`config.mk`:
```
export PLATFORM = sky130hd
export DESIGN_NAME = spi_con
export DESIGN_NICKNAME = d
export VERILOG_FILES = /design/src/rtl/spi_con.sv
export SDC_FILE = /design/constraint.sdc
export NUM_CORES = 1
export LEC_CHECK = 0
export ABC_AREA = 1
export CAP_MARGIN = 5
export CORE_MARGIN = 2
export CORE_UTILIZATION = 35
export DETAILED_ROUTE_END_ITERATION = 12
export PLACE_DENSITY = 0.65
export RECOVER_POWER = 25
export SETUP_SLACK_MARGIN = 0.4
export SYNTH_ARGS = -nofsm -noshare
export SYNTH_HDL_FRONTEND = slang
export SYNTH_SLANG_ARGS = --single-unit
export TNS_END_PERCENT = 10
```
`constraint.sdc`:
```
create_clock -name clk_in -period 1.6 [get_ports clk_in]
set_clock_uncertainty 0.15 [all_clocks]
set_input_delay 0.32 -clock clk_in [delete_from_list [all_inputs] [get_ports clk_in]]
set_output_delay 0.32 -clock clk_in [all_outputs]
set_load 0.03 [all_outputs]
```
`src/rtl/spi_con.sv`:
```
// SPI frame receiver: synchronises sel/sclk/data into clk_in, shifts MSB-first bits on
// sclk rising edges and reports each frame as a valid word or as an error.
module spi_con #(
   parameter int unsigned MESSAGE_WIDTH = 8,
   parameter int unsigned SYNC_STAGES   = 2
) (
   input  logic                     clk_in,
   input  logic                     rst_in,
   input  logic                     data_in,
   input  logic                     clk_in_spi,
   input  logic                     sel_in,
   output logic [MESSAGE_WIDTH-1:0] data_out,
   output logic                     data_valid_out,
   output logic                     error_out,
   output logic                     busy_out
);

   localparam int unsigned CntW = $clog2(MESSAGE_WIDTH + SYNC_STAGES + 2);
   localparam logic [CntW-1:0] CntFull   = CntW'(MESSAGE_WIDTH);
   localparam logic [CntW-1:0] CntSat    = CntW'(MESSAGE_WIDTH + 1);
   localparam logic [CntW-1:0] CntSettle = CntW'(SYNC_STAGES);

   typedef enum logic [1:0] {StWaitIdle, StIdle, StRecv} state_e;

   state_e                   state_q, state_d;
   logic [SYNC_STAGES-1:0]   data_sync_q, clk_sync_q, sel_sync_q;
   logic                     clk_prev_q, sel_prev_q;
   logic [CntW-1:0]          cnt_q, cnt_d;
   logic [MESSAGE_WIDTH-1:0] shift_q, shift_d;
   logic [MESSAGE_WIDTH-1:0] data_q, data_d;
   logic                     valid_pend_q, valid_pend_d;
   logic                     error_pend_q, error_pend_d;
   logic                     valid_q, error_q;

   logic data_s, sclk_s, sel_s;
   logic sclk_rise, sel_fall, sel_rise;

   assign data_s    = data_sync_q[SYNC_STAGES-1];
   assign sclk_s    = clk_sync_q[SYNC_STAGES-1];
   assign sel_s     = sel_sync_q[SYNC_STAGES-1];
   assign sclk_rise = sclk_s & ~clk_prev_q;
   assign sel_fall  = ~sel_s & sel_prev_q;
   assign sel_rise  = sel_s & ~sel_prev_q;

   always_ff @(posedge clk_in) begin
      if (rst_in) begin
         data_sync_q  <= '0;
         clk_sync_q   <= '0;
         sel_sync_q   <= '1;
         clk_prev_q   <= 1'b0;
         sel_prev_q   <= 1'b1;
         state_q      <= StWaitIdle;
         cnt_q        <= '0;
         shift_q      <= '0;
         data_q       <= '0;
         valid_pend_q <= 1'b0;
         error_pend_q <= 1'b0;
         valid_q      <= 1'b0;
         error_q      <= 1'b0;
      end else begin
         data_sync_q  <= {data_sync_q[SYNC_STAGES-2:0], data_in};
         clk_sync_q   <= {clk_sync_q[SYNC_STAGES-2:0], clk_in_spi};
         sel_sync_q   <= {sel_sync_q[SYNC_STAGES-2:0], sel_in};
         clk_prev_q   <= sclk_s;
         sel_prev_q   <= sel_s;
         state_q      <= state_d;
         cnt_q        <= cnt_d;
         shift_q      <= shift_d;
         data_q       <= data_d;
         valid_pend_q <= valid_pend_d;
         error_pend_q <= error_pend_d;
         valid_q      <= valid_pend_q;
         error_q      <= error_pend_q;
      end
   end

   always_comb begin
      state_d      = state_q;
      cnt_d        = cnt_q;
      shift_d      = shift_q;
      data_d       = data_q;
      valid_pend_d = 1'b0;
      error_pend_d = 1'b0;
      unique case (state_q)
         // The sync chain holds reset values for SYNC_STAGES cycles; only trust sel after that.
         StWaitIdle: begin
            if (cnt_q < CntSettle) begin
               cnt_d = cnt_q + 1'b1;
            end else if (sel_s) begin
               state_d = StIdle;
               cnt_d   = '0;
            end
         end
         StIdle: begin
            if (sel_fall) begin
               state_d = StRecv;
               cnt_d   = '0;
               shift_d = '0;
            end
         end
         StRecv: begin
            // sel rising wins over a coincident sclk edge, which is dropped.
            if (sel_rise) begin
               state_d = StIdle;
               if (cnt_q == CntFull) begin
                  data_d       = shift_q;
                  valid_pend_d = 1'b1;
               end else begin
                  error_pend_d = 1'b1;
               end
            end else if (sclk_rise) begin
               shift_d = {shift_q[MESSAGE_WIDTH-2:0], data_s};
               if (cnt_q != CntSat) cnt_d = cnt_q + 1'b1;
            end
         end
         default: state_d = StWaitIdle;
      endcase
   end

   assign data_out       = data_q;
   assign data_valid_out = valid_q;
   assign error_out      = error_q;
   assign busy_out       = (state_q == StRecv);

endmodule

```
After elaboration in Yosys (flattened, before gate mapping)
Cells that the tools add are included.
- flip-flop bits (word level): 34
- bits of input ports: 5
- word-level logic and storage cells: 61
- add/subtract/negate cells: 1
- order comparisons: 1
- equal/unequal tests: 12
- multiplexer cells: 18
- bitwise logic cells: 8
- reduce and logical (&&, ||, !) cells: 8
- operators with widths (operator ; number):
    $mux W4 ; 6
    $mux W8 ; 3
    $pmux W8 S2 ; 1
    $pmux W4 S3 ; 1
    $mux W2 ; 4
    $ne A2 B2 Y1 const B ; 4
    $reduce_and A4 Y1 ; 2
    $ne A2 B1 Y1 const B ; 3
    $pmux W2 S3 ; 1
    $reduce_and A6 Y1 ; 1
    $not A1 Y1 ; 5
    $add A4 B1 Y4 const B ; 1
    $eq A4 B4 Y1 const B ; 1
    $lt A4 B2 Y1 const B ; 1
    $ne A4 B4 Y1 const B ; 1
    $and A1 B1 Y1 ; 3
    $ne A3 B3 Y1 const B ; 1
    $reduce_and A3 Y1 ; 1
    $reduce_bool A3 Y1 ; 1
    $reduce_or A3 Y1 ; 1
    $eq A2 B1 Y1 const B ; 1
    $eq A2 B2 Y1 const B ; 1
    $logic_not A2 Y1 ; 1
    $mux W1 ; 2
    $reduce_bool A2 Y1 ; 1

Longest topological paths before layout
Gate-level depths: netlist of the first run.
- depth after elaboration: 5
- gate-level depth with buffers: 11
- depth with buffers taken out: 10

Least setup slack after synthesis of the first run
No wires, ideal clock.
- path kind: register to register
- start: reg state_q[0]
- end: reg data_q[0], in the netlist data_out[0]
- data arrival time: 1501 ps
- required time: 1334 ps
- path slack: -167 ps
- stages on the path, launching flop included: 8
- clock period less this slack: 1767 ps
- cell sequence: dfxtp_1 > inv_1 > ha_1 > nand3_1 > nor2_2 > inv_2 > nor2_1 > nor2_1
- longest elaborated chain between the ends: 2
- RTL lines (element ; line ; RTL):
    from (decl) ; 25 ; state_e state_q, state_d;
    from (signal assigned) ; 52 ; state_q <= StWaitIdle;
    from (signal assigned) ; 66 ; state_q <= state_d;
    $eq A2 B2 Y1 ; n/a ;
    net busy_out ; 15 ; output logic busy_out
    $reduce_and A3 Y1 (no line) ; n/a ;
    to (signal assigned) ; 69 ; data_q <= data_d;
    to (decl) ; 30 ; logic [MESSAGE_WIDTH-1:0] data_q, data_d;
The timed path passes the listed nets, and every way through them passes these cells.
A chain may end at the register's enable or synchronous reset.

Worst setup path after layout of the first run
- start: reg state_q[0]
- end: reg shift_q[6]
- longest elaborated chain between the ends: 3
- elaborated cells between the ends (all ways): 8
- RTL lines (element ; line ; RTL):
    $eq A2 B2 Y1 / $eq A2 B1 Y1 (equally long branches) ; 84 ; unique case (state_q)
    $ne A2 B2 Y1 (no line), or another cell as far along ; n/a ;
    $reduce_and A4 Y1 (no line) ; n/a ;
    to (signal assigned) ; 68 ; shift_q <= shift_d;
    to (decl) ; 29 ; logic [MESSAGE_WIDTH-1:0] shift_q, shift_d;
Several ways; a longest one is shown, not always the timed one.

==> results of run 1 <==
-- report_power, final --
| part | internal [mW] | switching (mW) |
|---|---|---|
| Clock | 0.347 | 0.290 |
| Combinational | 0.622 | 0.905 |
| Sequential | 1.02 | 0.151 |
| Total | 1.98 | 1.35 |
-- metal layers --
layer  global-route usage  part of all wire
met1                0.176              0.45
met2                0.220              0.49
met3               0.0438             0.033
met4               0.0750             0.027
met5                    0                 0
-- path summary, 6_finish.rpt --
kind	start	to	cells after the start
hold / removal	error_pend_q	error_out	2
setup / recovery	state_q[0]	shift_q[6]	8
hold reg to reg	error_pend_q	error_out	2
setup reg to reg	state_q[0]	shift_q[6]	8
-- stage by stage --
stage / total power, mW / hold WS, ns / TNS, ns / area [µm²] / util
global placement: 2.31 / 0.240 / 0 / 1730 / 0.433
floorplan: 2.11 / 0.238 / 0 / 1490 / -
global route: 3.63 / 0.264 / -0.174 / 2000 / 0.500
detailed placement: 2.32 / 0.248 / 0 / 1730 / 0.433
CTS: 3.16 / 0.257 / 0 / 1880 / 0.471
finish: 3.33 / 0.247 / 0 / 2000 / 0.500
-- registers in the layout, summed over array words and instances (netlist names) --
register,count
data_out,8
shift_q,8
cnt_q,4
clk_sync_q,2
data_sync_q,2
sel_sync_q,2
state_q,2
clk_prev_q,1
data_valid_out,1
error_out,1
error_pend_q,1
sel_prev_q,1
valid_pend_q,1
-- critical path: cells and delay by family, from the launching register on --
family / cells / cell delay [ns]
fa+ha+maj: 1 / 0.20
simple gates: 3 / 0.29
flops: 1 / 0.36
buf+inv: 3 / 0.38
compound gates: 1 / 0.06
-- layout make-up --
type                            count  area [µm²]
Fill cell                         383        2000
Multi-Input combinational cell    142         772
Sequential cell                    34         703
Timing Repair Buffer               26         263
Inverter                           24         100
Clock buffer                        7        86.3
Tap cell                           50        62.6
Timing Repair inverter              1        7.51
Clock inverter                      1        5.00
-- cells by family (layout without fill, tap and decap cells) --
family,Yosys count,in the layout,synth area share
AO/OA/AOI/OAI,20,20,0.0730
adder cells (fa/ha/maj),7,7,0.0601
buffers and inverters,29,59,0.0807
flip-flops,34,34,0.467
AND/OR/NAND/NOR,115,115,0.319
-- Yosys cell counts, drive strengths merged (2+ instances only) --
cell type,instances
a21oi,5
buf,2
clkbuf,3
dfxtp,34
ha,7
inv,24
nand2,51
nand3,4
nand4,3
nor2,53
o21ai,14
or2,2
-- what timing repair did --
action	CTS	global route
setup endpoints to repair	35	37
buffers inserted	4	1
pin swaps	5	17
resized for setup	34	86
gates cloned	1	0
hold buffers	0	0
==> results.yml, run 1 <==
status:
  status: "finished, final reports clean"
pwr:
  powerDensity_nw_per_um2: 1670
  p_leak_nw: 0.891
  peakVddDrop_uv: 923
yosys:
  ys_ff_latch: 34
  synth_top_area_cell: "dfxtp_1"
  synthCells: 205
  synth_warnings: 0
  synthesis.area_um2: 1460
  async_flop_share: 0
  ys.flop_type: "dfxtp_1"
  synth_edf_count: 0
  ys_top_cells_by_area: "dfxtp_1, nor2_1, nand2_1"
  synth_cell_types: 21
  ys_seq_area_frac: 0.467
  syn-num-nets: 217
  avgSynthCellArea_um2: 7.10
  netlist.area_leader.share: 0.467
detailed_routing:
  wl_um: 2980
  first_pass_iters: 4
  drtIter0Drc: 30
  wl_per_cell_um: 10.4
  vias_per_cell: 4.57
  ant_nets: 0
  vias: 1303
  drc: 0
finish:
  final_cells: 285
  layout_common_cells: "nor2_1, nand2_1, dfxtp_1"
  final_common_cell: "nor2_1"
  area_growth_pct: 37.3
  n_antenna_cell: 0
  fin_nets: 246
  layout-drive-gt1-share: 0.323
timing:
  fmax_ghz: 0.646
  finalCriticalPeriod_ns: 1.55
  rsz0062_at_grt: "true"
  postLayoutSetupSlackWorst_ns: 0.0521
  min_period_over_period: 0.967
  finalHoldViolCount: 0
  relSlewSlack: 0.609
  setup_viol: 0
  worst_pin_slew_ns: 0.586
  final-max-slew-violation-count: 0
floorplanning:
  die_x_um: 68.5
  die_area_um2: 4690
  core_area_um2: 4000
  die_h_um: 68.5
  fp-row-count: 23
  io_pins: 16
  initial_core_util: 0.364
placement:
  gp_congestion: 0.848
  hpwlAfterDp_um: 1890
  port_buffers: 15
  pre_cts_ws_ns: 0.0503
  place_inst: 271
flow_run:
  cap_violations: 0
critical_path:
  cp_common_cell: "nor2_1"
  path_cells: "inv_4 -> ha_4 -> buf_6 -> o21ai_4 -> nand2_4 -> clkinvlp_4 -> nor2_1 -> nor2_1"
  worstPathArrival_ns: 1.58
  startpoint_type: "register"
  slowest_delay_ns: 0.36
  path_max_fanout: 8
  crit_type: "reg2reg"
  worst-endpoint-required_ns: 1.63
  worst_path_max_delay_cell: "dfxtp_4"
  cp-end-kind: "register"
  r2r_slack_ns: 0.05
cts:
  clock_path_buffers: 2
  cts_tree: "done"
  cts_sinks: 34
  root_buffer: "clkbuf_8"
  cts.clk_slew.worst_paths_ns: 0.06
  cts_buffers: 5
  ctsHtreeMaxLevel: 2
  clk-insertion-delay-late_ns: 0.28
global_route:
  grt_pass1_wl_um: 4900
  grt_util_all_layers: 0.142
  grt_remaining_overflow: 0
  grt_max_degree: 23
  antenna_found_initial: 0
  first_global_vias: 1139
min_path:
  hp-class: "reg2reg"
No activity file was read; power rests on OpenSTA's default activity.
==> run 2: changes to the inputs <==
--- a/config.mk
+++ b/config.mk
@@ -10,6 +10,7 @@
 export CORE_MARGIN = 2
 export CORE_UTILIZATION = 35
 export DETAILED_ROUTE_END_ITERATION = 12
+export HOLD_SLACK_MARGIN = 0.1
 export PLACE_DENSITY = 0.65
 export RECOVER_POWER = 25
 export SETUP_SLACK_MARGIN = 0.4
==> results of run 2 <==
The final DEF is identical to that of run 1; final timing and power are the same.
